### src/rtl/hazard_forward_ctrl_pkg.sv
// Shared types and constants for the hazard/forwarding controller.
package hazard_forward_ctrl_pkg;

    typedef enum logic [0:0] {
        RUN      = 1'b0,
        MEM_WAIT = 1'b1
    } hz_state_t;

    typedef enum logic [2:0] {
        SRC_NONE = 3'd0,
        SRC_EX   = 3'd1,
        SRC_MEM  = 3'd2,
        SRC_LSU  = 3'd3,
        SRC_WB   = 3'd4
    } fwd_src_t;

    localparam int unsigned GPR_ZERO = 0;
    localparam int unsigned CSR_NONE = 0;

endpackage

### src/rtl/hazard_fwd_mux.sv
// Per-operand forward selector: youngest matching stage wins, a load that has
// no data yet yields no source at all.
module hazard_fwd_mux
    import hazard_forward_ctrl_pkg::*;
#(
    parameter int unsigned XLEN = 32
) (
    input  logic            i_match_ex,
    input  logic            i_match_mem,
    input  logic            i_match_wb,
    input  logic            i_ex_load,
    input  logic            i_mem_load,
    input  logic            i_lsu_resp,
    input  logic [XLEN-1:0] i_ex_data,
    input  logic [XLEN-1:0] i_mem_data,
    input  logic [XLEN-1:0] i_lsu_data,
    input  logic [XLEN-1:0] i_wb_data,
    output logic            o_hazard,
    output fwd_src_t        o_src,
    output logic [XLEN-1:0] o_data
);

    always_comb begin
        o_src = SRC_NONE;
        if (i_match_ex) begin
            if (!i_ex_load) o_src = SRC_EX;
        end else if (i_match_mem) begin
            if (!i_mem_load)     o_src = SRC_MEM;
            else if (i_lsu_resp) o_src = SRC_LSU;
        end else if (i_match_wb) begin
            o_src = SRC_WB;
        end
    end

    always_comb begin
        o_data = '0;
        case (o_src)
            SRC_EX:  o_data = i_ex_data;
            SRC_MEM: o_data = i_mem_data;
            SRC_LSU: o_data = i_lsu_data;
            SRC_WB:  o_data = i_wb_data;
            default: o_data = '0;
        endcase
    end

    assign o_hazard = (o_src != SRC_NONE);

endmodule

### src/rtl/hazard_forward_ctrl.sv
// Central stall/flush/forward controller for the IF/ID, ID/EX and EX/MEM registers.
// Define HAZARD_PERF_EN to add saturating load-use / MEM_WAIT / flush counters.
module hazard_forward_ctrl
    import hazard_forward_ctrl_pkg::*;
#(
    parameter int unsigned XLEN   = 32,
    parameter int unsigned GPR_AW = 5,
    parameter int unsigned CSR_AW = 3
) (
    input  logic              clk,
    input  logic              rst,
    input  logic [GPR_AW-1:0] id_rs1,
    input  logic [GPR_AW-1:0] id_rs2,
    input  logic              id_use_rs1,
    input  logic              id_use_rs2,
    input  logic [CSR_AW-1:0] id_csr_rs,
    input  logic [GPR_AW-1:0] ex_rd,
    input  logic              ex_write_gpr,
    input  logic              ex_mem_to_reg,
    input  logic [XLEN-1:0]   ex_result,
    input  logic [CSR_AW-1:0] ex_csr_rd,
    input  logic              ex_write_csr,
    input  logic [XLEN-1:0]   ex_csr_result,
    input  logic              ex_branch_taken,
    input  logic [GPR_AW-1:0] mem_rd,
    input  logic              mem_write_gpr,
    input  logic              mem_mem_to_reg,
    input  logic [XLEN-1:0]   mem_result,
    input  logic [CSR_AW-1:0] mem_csr_rd,
    input  logic              mem_write_csr,
    input  logic [XLEN-1:0]   mem_csr_result,
    input  logic              lsu_req_valid,
    input  logic              lsu_resp_valid,
    input  logic [XLEN-1:0]   lsu_rdata,
    input  logic [GPR_AW-1:0] wb_rd,
    input  logic              wb_write_gpr,
    input  logic [XLEN-1:0]   wb_data,
    input  logic [CSR_AW-1:0] wb_csr_rd,
    input  logic              wb_write_csr,
    input  logic [XLEN-1:0]   wb_csr_data,
    output logic              stall_if,
    output logic              stall_id,
    output logic              stall_ex,
    output logic              stall_mem,
    output logic              flush_id,
    output logic              flush_ex,
    output logic              fwd_rs1_hazard,
    output logic              fwd_rs2_hazard,
    output logic              fwd_csr_hazard,
    output logic [XLEN-1:0]   fwd_rs1_data,
    output logic [XLEN-1:0]   fwd_rs2_data,
    output logic [XLEN-1:0]   fwd_csr_data
`ifdef HAZARD_PERF_EN
    ,
    output logic [31:0]       perf_lu_cnt,
    output logic [31:0]       perf_memwait_cnt,
    output logic [31:0]       perf_flush_cnt
`endif
);

    hz_state_t r_state;
    logic      r_flush_pend;

    logic w_ex_ok, w_mem_ok, w_wb_ok, w_ex_csr_ok, w_mem_csr_ok, w_wb_csr_ok;
    logic w_rs1_ex, w_rs1_mem, w_rs1_wb, w_rs2_ex, w_rs2_mem, w_rs2_wb;
    logic w_csr_ex, w_csr_mem, w_csr_wb;
    logic w_rs1_block, w_rs2_block, w_csr_block;
    fwd_src_t w_rs1_src, w_rs2_src, w_csr_src;
    logic w_wait, w_lu, w_flush;

    assign w_ex_ok      = ex_write_gpr  && (ex_rd  != GPR_AW'(GPR_ZERO));
    assign w_mem_ok     = mem_write_gpr && (mem_rd != GPR_AW'(GPR_ZERO));
    assign w_wb_ok      = wb_write_gpr  && (wb_rd  != GPR_AW'(GPR_ZERO));
    assign w_ex_csr_ok  = ex_write_csr  && (ex_csr_rd  != CSR_AW'(CSR_NONE));
    assign w_mem_csr_ok = mem_write_csr && (mem_csr_rd != CSR_AW'(CSR_NONE));
    assign w_wb_csr_ok  = wb_write_csr  && (wb_csr_rd  != CSR_AW'(CSR_NONE));

    assign w_rs1_ex  = id_use_rs1 && w_ex_ok  && (ex_rd  == id_rs1);
    assign w_rs1_mem = id_use_rs1 && w_mem_ok && (mem_rd == id_rs1);
    assign w_rs1_wb  = id_use_rs1 && w_wb_ok  && (wb_rd  == id_rs1);
    assign w_rs2_ex  = id_use_rs2 && w_ex_ok  && (ex_rd  == id_rs2);
    assign w_rs2_mem = id_use_rs2 && w_mem_ok && (mem_rd == id_rs2);
    assign w_rs2_wb  = id_use_rs2 && w_wb_ok  && (wb_rd  == id_rs2);
    assign w_csr_ex  = w_ex_csr_ok  && (ex_csr_rd  == id_csr_rs);
    assign w_csr_mem = w_mem_csr_ok && (mem_csr_rd == id_csr_rs);
    assign w_csr_wb  = w_wb_csr_ok  && (wb_csr_rd  == id_csr_rs);

    hazard_fwd_mux #(.XLEN(XLEN)) u_fwd_rs1 (
        .i_match_ex (w_rs1_ex),      .i_match_mem(w_rs1_mem),      .i_match_wb(w_rs1_wb),
        .i_ex_load  (ex_mem_to_reg), .i_mem_load (mem_mem_to_reg), .i_lsu_resp(lsu_resp_valid),
        .i_ex_data  (ex_result),     .i_mem_data (mem_result),
        .i_lsu_data (lsu_rdata),     .i_wb_data  (wb_data),
        .o_hazard   (fwd_rs1_hazard), .o_src(w_rs1_src), .o_data(fwd_rs1_data)
    );

    hazard_fwd_mux #(.XLEN(XLEN)) u_fwd_rs2 (
        .i_match_ex (w_rs2_ex),      .i_match_mem(w_rs2_mem),      .i_match_wb(w_rs2_wb),
        .i_ex_load  (ex_mem_to_reg), .i_mem_load (mem_mem_to_reg), .i_lsu_resp(lsu_resp_valid),
        .i_ex_data  (ex_result),     .i_mem_data (mem_result),
        .i_lsu_data (lsu_rdata),     .i_wb_data  (wb_data),
        .o_hazard   (fwd_rs2_hazard), .o_src(w_rs2_src), .o_data(fwd_rs2_data)
    );

    hazard_fwd_mux #(.XLEN(XLEN)) u_fwd_csr (
        .i_match_ex (w_csr_ex),      .i_match_mem(w_csr_mem),      .i_match_wb(w_csr_wb),
        .i_ex_load  (1'b0),          .i_mem_load (1'b0),           .i_lsu_resp(lsu_resp_valid),
        .i_ex_data  (ex_csr_result), .i_mem_data (mem_csr_result),
        .i_lsu_data (lsu_rdata),     .i_wb_data  (wb_csr_data),
        .o_hazard   (fwd_csr_hazard), .o_src(w_csr_src), .o_data(fwd_csr_data)
    );

    // A matching operand with no source means its producer is a load still in flight.
    assign w_rs1_block = (w_rs1_ex || w_rs1_mem || w_rs1_wb) && (w_rs1_src == SRC_NONE);
    assign w_rs2_block = (w_rs2_ex || w_rs2_mem || w_rs2_wb) && (w_rs2_src == SRC_NONE);
    assign w_csr_block = (w_csr_ex || w_csr_mem || w_csr_wb) && (w_csr_src == SRC_NONE);

    assign w_wait  = (r_state == MEM_WAIT);
    assign w_lu    = w_rs1_block || w_rs2_block || w_csr_block;
    assign w_flush = !w_wait && (r_flush_pend || ex_branch_taken);

    always_comb begin
        stall_if  = 1'b0;
        stall_id  = 1'b0;
        stall_ex  = 1'b0;
        stall_mem = 1'b0;
        flush_id  = 1'b0;
        flush_ex  = 1'b0;
        if (!rst) begin
            if (w_wait) begin
                stall_if  = !lsu_resp_valid;
                stall_id  = !lsu_resp_valid;
                stall_ex  = !lsu_resp_valid;
                stall_mem = !lsu_resp_valid;
            end else begin
                stall_if = w_lu && !w_flush;
                stall_id = w_lu && !w_flush;
                flush_id = w_flush;
                flush_ex = w_flush || w_lu;
            end
        end
    end

    // The held branch is the frozen EX instruction, so it is latched only once.
    always_ff @(posedge clk) begin
        if (rst) begin
            r_state      <= RUN;
            r_flush_pend <= 1'b0;
        end else begin
            case (r_state)
                RUN: begin
                    r_flush_pend <= 1'b0;
                    if (lsu_req_valid && !lsu_resp_valid) r_state <= MEM_WAIT;
                end
                MEM_WAIT: begin
                    if (ex_branch_taken && !r_flush_pend) r_flush_pend <= 1'b1;
                    if (lsu_resp_valid) r_state <= RUN;
                end
                default: r_state <= RUN;
            endcase
        end
    end

`ifdef HAZARD_PERF_EN
    logic w_lu_bubble;
    assign w_lu_bubble = !rst && !w_wait && w_lu && !w_flush;

    always_ff @(posedge clk) begin
        if (rst) begin
            perf_lu_cnt      <= '0;
            perf_memwait_cnt <= '0;
            perf_flush_cnt   <= '0;
        end else begin
            if (w_lu_bubble && (perf_lu_cnt != '1))   perf_lu_cnt      <= perf_lu_cnt + 32'd1;
            if (w_wait && (perf_memwait_cnt != '1))   perf_memwait_cnt <= perf_memwait_cnt + 32'd1;
            if (flush_id && (perf_flush_cnt != '1))   perf_flush_cnt   <= perf_flush_cnt + 32'd1;
        end
    end
`endif

endmodule

### config.mk
export PLATFORM = sky130hd
export DESIGN_NAME = hazard_forward_ctrl
export DESIGN_NICKNAME = d
export VERILOG_FILES = /design/src/rtl/hazard_forward_ctrl_pkg.sv /design/src/rtl/hazard_fwd_mux.sv /design/src/rtl/hazard_forward_ctrl.sv
export SDC_FILE = /design/constraint.sdc
export NUM_CORES = 1
export LEC_CHECK = 0
export ABC_CLOCK_PERIOD_IN_PS = 11700
export BUFFER_PORTS_ARGS = -buffer_cell sky130_fd_sc_hd__buf_2
export CAP_MARGIN = 20
export CORE_AREA = 8 8 144 146
export CTS_BUF_LIST = sky130_fd_sc_hd__clkbuf_16
export DETAILED_ROUTE_END_ITERATION = 12
export DIE_AREA = 0 0 152 154
export HOLD_SLACK_MARGIN = 0.06
export MAX_ROUTING_LAYER = met4
export SLEW_MARGIN = 20
export SYNTH_ARGS = -nofsm -noshare
export SYNTH_HDL_FRONTEND = slang
export SYNTH_HIERARCHICAL = 1
export SYNTH_SLANG_ARGS = --single-unit
### constraint.sdc
create_clock -name clk -period 11.7 [get_ports clk]
set_clock_uncertainty 0.2 [all_clocks]
set_input_delay 2.34 -clock clk [delete_from_list [all_inputs] [get_ports clk]]
set_output_delay 2.34 -clock clk [all_outputs]
set_load 0.01 [all_outputs]
==> impl_metrics.toml <==
[logic_synthesis]
async_flop_share = 0
synth_top_family_by_area = "simple AND/OR/NAND/NOR gates"
synth-main-ff-cell = "dfxtp_1"
synth_fa_ha_area_frac = 0
synth_edf_count = 0
synth.mux.area_fraction = 0
synth.distinct_cells = 39
synthXorXnorAreaFrac = 0.0753
yosys_warnings = 6
yosysSeqAreaShare = 0.00956
yosys.area_share.simple = 0.425
ys_seq_elements = 2
synth_area_sq_um = 4190
syn_area_per_cell_sq_um = 7.18
syn-instance-count = 583
synth_compound_area_frac = 0.384

[floorplan]
dieArea_sq_um = 23400
io_pins = 381
fp.dieW_microns = 152
core-area_sq_um = 18500
die_height_microns = 154
initial_core_util = 0.227
row_count = 50

[clocking]
htree_levels = 1
insertion_delay_ns = 0.22
cts_tree = "yes"
cts_resized = 0
cts_root_buffer = "clkbuf_16"
cts_sinks = 2
path_clk_slew_ns = 0.03
hold_buffers = 0
cts_buffers = 3
post_cts_buffers = 0
cts_buffer_depth = 2

[power_and_ir_drop]
intPower_uw = 121
swShare = 0.400
vdd.ir_drop.worst_uv = 54.3
pwr-share-seq = 0.036
p_leak_nw = 2.82
power_density_nw_per_um2 = 32.5
combinationalPowerShare = 0.711
switching_power_uw = 80.9
p_clk_frac = 0.253

[routing]
via_per_inst = 5.56
wl_per_cell_microns = 21.0
drtIter0Drc = 425
drt-pass1-iter-count = 5
wirelength_microns = 24000
drc_errors = 0
num_vias = 6343
final_antenna_net_count = 0

[hold_path]
hold_path_class = "flop to flop"

[timing]
finalCriticalPeriod_ns = 8.08
fmaxAchievable_mhz = 124
worstMarginPinSlew_ns = 1.03
finalCritPeriodShare = 0.690
rsz0062_at_grt = "false"
tns_ns = 0
setup_viol = 0
maxSlewHeadroom = 0.315
fin_hold_ws_ns = 0.296
finalMaxSlewViolations = 0
hold_viol = 0

[critical_path]
path_buf_inv = 3
path_class = "input port to primary output"
worst-path-max-fanout = 33
worstPathRequired_ns = 9.16
cpMostUsedCell = "buf_2"
path_delay_family = "simple AND/OR/NAND/NOR gates"
crit_slowest_cell = "nor3_4"
cp-start-kind = "input port"
critPathCaptureType = "primary output"
path_cells = "buf_2, xnor2_1, nand4_1, nor3_4, buf_4, nor2b_1, and3_4, or2_2, nor3_1, o31ai_4, o211ai_2, a31o_1, buf_2"
arrival_ns = 5.54
crit_path_max_incr_delay_ns = 0.76

[layout]
post-route-util = 0.338
drive_gt1_frac = 0.466
final_nets = 1181
synthToLayoutAreaGrowth_pct = 48.8
stdcell_count = 1140
design_area_sq_um = 6230

[grt]
grt_max_degree = 69
grt.overflow.total = 0
grt_pass1_vias = 6714
grtUsageTotal = 0.197
grt_pass1_wl_microns = 37300
antenna_found_initial = 3

[placement]
hpwl_microns = 19100
placed_cell_area_sq_um = 6150
port_buffers = 380
dp_cells = 1134
gp_congestion = 0.867

[run]
drv_cap = 0

[status]
status = "finished clean"
## final cells by class
class,instances,area [sq um]
Fill cell,2051,12200
Timing Repair Buffer,392,1990
Inverter,4,15.0
Multi-Input combinational cell,502,3810
Sequential cell,2,40.0
Clock buffer,3,75.1
Tap cell,234,293
Antenna cell,3,7.51
## synth_stat cells, types with 4 or more instances
cell | n | area, sq um
a21oi_1 | 96 | 480
nand4_1 | 6 | 37.5
buf_1 | 6 | 22.5
nor3_1 | 8 | 40.0
clkbuf_1 | 53 | 199
xnor2_1 | 32 | 280
or3_1 | 4 | 25.0
nor2_1 | 7 | 26.3
nor2b_1 | 6 | 37.5
xor2_1 | 4 | 35.0
nand2_1 | 6 | 22.5
buf_4 | 5 | 37.5
inv_1 | 4 | 15.0
buf_6 | 12 | 135
a221o_1 | 96 | 961
buf_2 | 6 | 30.0
nand3b_1 | 192 | 1440
## worst reg2reg max path, stage by stage, from the launching register on
cell,delay [ns]
dfxtp_1,0.30
nor2_1,0.18
nor2_1,0.07
## registers in the layout (all words and copies together), names as in the netlist
name and count:
r_flush_pend 1, r_state 1
## placed cells by master (no fill, tap or decap), drive strengths merged
cell type	n
buf	392
nand3b	192
a21oi	96
a221o	96
xnor2	32
nor3	11
conb	8
nor2	7
nand4	6
nand2	6
nor2b	6
o21ai	5
xor2	4
inv	4
or3	4
diode	3
nand2b	3
clkbuf	3
and3	3
or2	3
a21boi	3
nor3b	3
or4	3
o21ba	2
o2111ai	2
dfxtp	2
o21bai	1
a2111oi	1
o22ai	1
o31ai	1
o211ai	1
o31a	1
a31o	1
## worst paths after layout
kind,startpoint,endpoint,slack (ns),cells after the start
worst min register to register,r_state,r_flush_pend,0.30,2
worst max register to register,r_flush_pend,r_flush_pend,10.83,2
worst min-delay path,r_state,r_flush_pend,0.30,2
worst max-delay path,ex_rd[0],stall_if,3.62,13
## power by group through the flow
stage / logic, mW / clock network [mW] / registers (mW)
2_1_floorplan: 0.0597 / 0 / 0.00735
3_3_place_gp: 0.141 / 0 / 0.00740
3_5_place_dp: 0.142 / 0 / 0.00739
4_1_cts: 0.143 / 0.0518 / 0.00730
5_1_grt: 0.156 / 0.0529 / 0.00733
6_report: 0.144 / 0.0512 / 0.00731
## layer usage
metal	GRT usage	wire length, microns	up-vias
li1	-	-	2953
met1	0.225	10000	3011
met2	0.340	11600	337
met3	0.0437	1780	42
met4	0.0585	576	0
met5	-	0	-
## stage by stage
stage / power [mW] / setup slack (ns)
after floorplan: 0.0671 / 4.35
after global placement: 0.149 / 3.65
after detailed placement: 0.150 / 3.60
after CTS: 0.202 / 3.59
after global routing: 0.216 / 3.35
final: 0.202 / 3.62
## cells by family after synthesis
logic type | count (synthesis)
other | 1
AND/OR/NAND/NOR | 247
flip-flops | 2
XOR/XNOR | 36
AO/OA/AOI/OAI | 211
buffers and inverters | 86
Note: power is estimated with default switching activity, not from simulation.
